`src/rtl/mimo_delay_line.sv`:
```
// Multi-channel valid-gated circular-buffer delay line with a shared write pointer; output qualified once the line has filled.
// Optional: define DLY_ERR_EN to add a sticky cfg_err output for out-of-range delay loads.
module mimo_delay_line #(
    parameter  int NUM_CH        = 4,
    parameter  int DATA_WIDTH    = 13,
    parameter  int MAX_DEPTH     = 32,
    parameter  int DEFAULT_DELAY = 31,
    localparam int DLY_W         = $clog2(MAX_DEPTH + 1)
) (
    input  logic                         clk,
    input  logic                         rst,
    input  logic [NUM_CH*DATA_WIDTH-1:0] din,
    input  logic                         valid,
    input  logic [DLY_W-1:0]             delay,
    input  logic                         delay_load,
    input  logic                         flush,
    output logic [NUM_CH*DATA_WIDTH-1:0] dout,
    output logic                         dout_valid,
    output logic                         primed
`ifdef DLY_ERR_EN
    ,
    output logic                         cfg_err
`endif
);
    localparam int W  = NUM_CH * DATA_WIDTH;
    localparam int AW = (MAX_DEPTH > 1) ? $clog2(MAX_DEPTH) : 1;
    localparam logic [DLY_W-1:0] MAXD = DLY_W'(MAX_DEPTH);

    logic [W-1:0]     r_mem [MAX_DEPTH];
    logic [AW-1:0]    r_wr_ptr;
    logic [DLY_W-1:0] r_fill_cnt;
    logic [DLY_W-1:0] r_cur_delay;
    logic [W-1:0]     r_dout;
    logic             r_dout_valid;

    logic             w_advance;
    logic             w_primed;
    logic             w_dly_bad;
    logic [DLY_W-1:0] w_dly_clamped;
    logic [AW-1:0]    w_rd_ptr;
    logic [W-1:0]     w_rd_dat;

    assign w_advance     = valid & ~flush & ~delay_load;
    assign w_primed      = (r_fill_cnt >= r_cur_delay);
    assign w_dly_bad     = (delay > MAXD);
    assign w_dly_clamped = w_dly_bad ? MAXD : delay;
    // Delay of MAX_DEPTH aliases to rd == wr_ptr: the oldest entry, read before this edge overwrites it.
    assign w_rd_ptr      = r_wr_ptr - r_cur_delay[AW-1:0];
    assign w_rd_dat      = r_mem[w_rd_ptr];

    always_ff @(posedge clk) begin
        if (w_advance) begin
            r_mem[r_wr_ptr] <= din;
        end
    end

    always_ff @(posedge clk or posedge rst) begin
        if (rst) begin
            r_wr_ptr     <= '0;
            r_fill_cnt   <= '0;
            r_cur_delay  <= DLY_W'(DEFAULT_DELAY);
            r_dout       <= '0;
            r_dout_valid <= 1'b0;
        end else if (flush || delay_load) begin
            r_fill_cnt   <= '0;
            r_dout       <= '0;
            r_dout_valid <= 1'b0;
            if (flush) begin
                r_wr_ptr <= '0;
            end
            if (delay_load) begin
                r_cur_delay <= w_dly_clamped;
            end
        end else if (valid) begin
            r_wr_ptr <= r_wr_ptr + 1'b1;
            if (r_fill_cnt != MAXD) begin
                r_fill_cnt <= r_fill_cnt + 1'b1;
            end
            if (w_primed) begin
                r_dout       <= (r_cur_delay == '0) ? din : w_rd_dat;
                r_dout_valid <= 1'b1;
            end else begin
                r_dout       <= '0;
                r_dout_valid <= 1'b0;
            end
        end else begin
            r_dout_valid <= 1'b0;
        end
    end

    assign dout       = r_dout;
    assign dout_valid = r_dout_valid;
    assign primed     = w_primed;

`ifdef DLY_ERR_EN
    logic r_cfg_err;

    always_ff @(posedge clk or posedge rst) begin
        if (rst) begin
            r_cfg_err <= 1'b0;
        end else if (flush) begin
            r_cfg_err <= 1'b0;
        end else if (delay_load && w_dly_bad) begin
            r_cfg_err <= 1'b1;
        end
    end

    assign cfg_err = r_cfg_err;
`endif
endmodule

```
`config.mk`:
```
export PLATFORM = sky130hd
export DESIGN_NAME = mimo_delay_line
export DESIGN_NICKNAME = d
export VERILOG_FILES = /design/src/rtl/mimo_delay_line.sv
export SDC_FILE = /design/constraint.sdc
export NUM_CORES = 1
export LEC_CHECK = 0
export CAP_MARGIN = 5
export CORE_ASPECT_RATIO = 0.6
export CORE_MARGIN = 2
export CORE_UTILIZATION = 39
export DETAILED_ROUTE_END_ITERATION = 7
export PLACE_DENSITY = 0.59
export SYNTH_ARGS = -nofsm -noshare
export SYNTH_HDL_FRONTEND = slang
export SYNTH_SLANG_ARGS = --single-unit
```
`constraint.sdc`:
```
create_clock -name clk -period 6.73 [get_ports clk]
set_clock_uncertainty 0.15 [all_clocks]
set_input_delay 1.346 -clock clk [delete_from_list [all_inputs] [get_ports clk]]
set_output_delay 1.346 -clock clk [all_outputs]
set_load 0.03 [all_outputs]
```
==> results by group <==
STA
  – Setup Viol. Count Final: 0
  – Fmax: slightly above 0.2 GHz
  – TNS Setup: 0 ps
  – RSZ-0062 raised after global routing: false
  – Max Slew Vio Count: 0
  – Fin crit period: 4920 ps
  – Slew headroom: 14.6%
  – Fin worst setup slack: 1810 ps
  – Worst-margin pin slew: approximately 1300 ps
  – Final Hold Vio Count: 0
  – Period utilization: 73.1%

Setup path
  – Crit path kind: flip-flop to flip-flop
  – Critical R2R Capture: dout[15]
  – Critical-path cell list: inv_1 -> ha_1 -> and3b_1 -> o21ai_4 -> buf_4 -> and2_4 -> and2_4 -> a221o_1 -> o31ai_2
  – Crit-path max cell delay: 930 ps
  – Most used cell, CP: and2_4
  – CP max-delay cell: and2_4
  – Critical Path RT: 7170 ps
  – Crit start category: flip-flop
  – Setup slack, reg-to-reg: approximately 1800 ps
  – Worst Path Arrival: 5360 ps
  – CP bufs+invs: 2
  – Worst reg-to-reg path cell count: 9
  – Critical Path Fanout Max: 53
  – Reg2Reg Launch Point: r_cur_delay[2]
  – Setup crit end kind: flip-flop
  – Largest delay share family, worst path: simple AND/OR/NAND/NOR gates

Clock tree
  – Post-CTS Hold Buffers: 0
  – Total CTS buffers: 157
  – Clk_lat worst skew: 780 ps
  – Post-CTS Setup Repair Bufs: 0
  – Worst-path clk slew: 70 ps
  – CTS tree: done
  – CTS Sinks: 1734
  – Htree depth: 4
  – Clk buf depth: 4
  – Root Driver: clkbuf_16
  – Cts repair resizes: 0

Floorplan
  – Die width: 539 um
  – Die area: 175000 um2
  – Core ar.: about 170000 um2
  – Chip height: between 300 and 400 um
  – IO Count: 117
  – Starting Density: approximately two fifths
  – Std-Cell Rows: 117

Global route
  – Largest net degree at the start of global routing: 87
  – Vias in the first global route: 32200
  – GRT Util Overall: between 10% and 20%
  – Initial antenna violation count: 6
  – Grt ovf: 0
  – First-pass GRT wire length: about 250000 um

Synthesis
  – Dominant cell type by area after synthesis: edfxtp_1
  – Post-synth cell types: 44
  – Area share of the largest cell type after synthesis: around three quarters
  – Ys flop type: edfxtp_1
  – Seq cells post-synth: 1734
  – Syn Area/Cell: 22.2 um2
  – Cell Area, Synth: 66900 um2
  – Syn nets: 3089
  – Synth area leaders: edfxtp_1 75%, mux4_2 14%, dfrtp_1 2.4%
  – Most numerous cell in the Yosys netlist: edfxtp_1
  – Post-synth top cells: 1664 x edfxtp_1, 416 x mux4_2, 123 x nand2_1
  – FFs w/ async S/R, synth: a little over 4%
  – Synth Instances: 3009
  – Register area share after synthesis: 77.3%
  – Ys Warns: 0
  – Number of synthesized flops with an enable pin: about 1700

Min path
  – Min-delay src: r_cur_delay[0]
  – Hold path cells: 2
  – Worst hold endpoint: r_cur_delay[0]
  – Hold Crit Class: flip-flop to flip-flop

Finish
  – Layout area overhead: 14.8%
  – Final nets: 3320
  – Final Util: a little under half
  – Layout cells sized above 1: 26.4%

Power and ir drop
  – Cell-internal power: about 0.018 W
  – Sw frac: 24.0%
  – Sequential Power Share: 49.7%
  – Leakage: 24.8 nW
  – Logic gate share of total power: 13.0%
  – Pwr Density: approximately 310 nW/um2
  – Sw power: 0.00574 W
  – Worst IR Drop VDD: about 240 uV
  – Clock Power Share: 37.2%

Placed design
  – Port Buffers: 116
  – Detailed placement HPWL: 99500 um
  – Pre-CTS setup slack: roughly 1600 ps
  – Gpl congestion: between 0.7 and 0.8

Routing
  – TritonRoute pass-1 iters: 5
  – DR iter-0 viols: between 4000 and 5000
  – Drt via density: 5.77
  – ANT nets after route: 0
  – WL/cell: 31.3 um
  – Drt drc: 0
  – Final wirelength: 176000 um
  – Via count: 32400

Job
  – Maxcap violations: 0

Outcome
  – Run status: completed
## power groups by stage
stage | Sequential (W) | Combinational, W | Clock, W
2_1_floorplan | 0.0121 | 0.00195 | 0
3_3_place_gp | 0.0121 | 0.00310 | 0
3_5_place_dp | 0.0121 | 0.00311 | 0
4_1_cts | 0.0119 | 0.00312 | 0.00904
5_1_grt | 0.0119 | 0.00331 | 0.00948
6_report | 0.0119 | 0.00311 | 0.00889
## worst reg2reg max path: stages, from the launching register on
cell and delay, ps:
dfstp_2 530, inv_1 70, ha_1 410, and3b_1 250, o21ai_4 610, buf_4 540, and2_4 780, and2_4 950
a221o_1 370, o31ai_2 70
## sequential cells by signal, summed over array words and instances (netlist names)
| register | count |
|---|---|
| r_mem | 1664 |
| dout | 52 |
| r_cur_delay | 6 |
| r_fill_cnt | 6 |
| r_wr_ptr | 5 |
| dout_valid | 1 |
## stage by stage
step	hold slack [ps]	instances	total power [W]	area (um2)
finish	375	5618	0.0239	76800
global placement	363	5337	0.0152	71700
global route	425	5616	0.0247	76800
floorplan	322	3009	0.0141	66900
CTS	379	5610	0.0240	76700
detailed placement	369	5337	0.0152	71700
## cell type report
cell class	count	area, um2
fillers	14100	93100
diodes	3	7.51
multi-input cells	1080	14700
inverters	13	51.3
repair buffers	254	2510
clock inverters	64	586
clock buffers	209	4420
flip-flops and latches	1734	51700
well taps	2261	2830
## cell families after synthesis
kind of cell	synth area share, %
DFF	77.3
muxes	15.6
and+or+nand+nor	2.17
AOI/OAI and AO/OA	3.24
buffers and inverters	1.29
adders and majority gates	0.329
xor gates and xnor gates	0.118
## metal layers
layer	GRT usage, %	share of wire [%]
met2	28.1	43
met3	6.22	10
met1	30.0	45
met4	4.17	2.0
met5	0.271	0.048
## layout by cell type, fill, tap and decap left out, drive strengths merged, types with 5 or more instances in the layout
cell type      synthesis  final
mux4                 416    416
and3                 105    105
clkdlybuf4s50          0    116
nand2                123    123
clkinvlp               0      5
a221o                 52     52
inv                   13     14
clkinv                 0     47
ha                    16     16
bufinv                 0     11
a21oi                  5      5
nor2                  48     48
a22oi                 52     52
a2111oi               52     52
mux2i                105    105
dfstp                  5      5
buf                   68    136
o21ai                  8      8
xor2                   5      5
clkbuf               114    211
edfxtp              1664   1664
dfrtp                 65     65
o22ai                  5      5
o31ai                 53     53
## worst max-delay path by stage
stage / to / start / slack (ps) / cells past startpoint
floorplan: r_mem[15][0] / delay_load / 1810 / 5
global placement: r_mem[4][38] / delay_load / 1610 / 6
detailed placement: r_mem[4][38] / delay_load / 1570 / 6
CTS: dout[15] / r_cur_delay[2] / 1900 / 9
global route: dout[15] / r_cur_delay[2] / 1730 / 9
finish: dout[15] / r_cur_delay[2] / 1810 / 9
No activity file was read; power rests on OpenSTA's default activity.
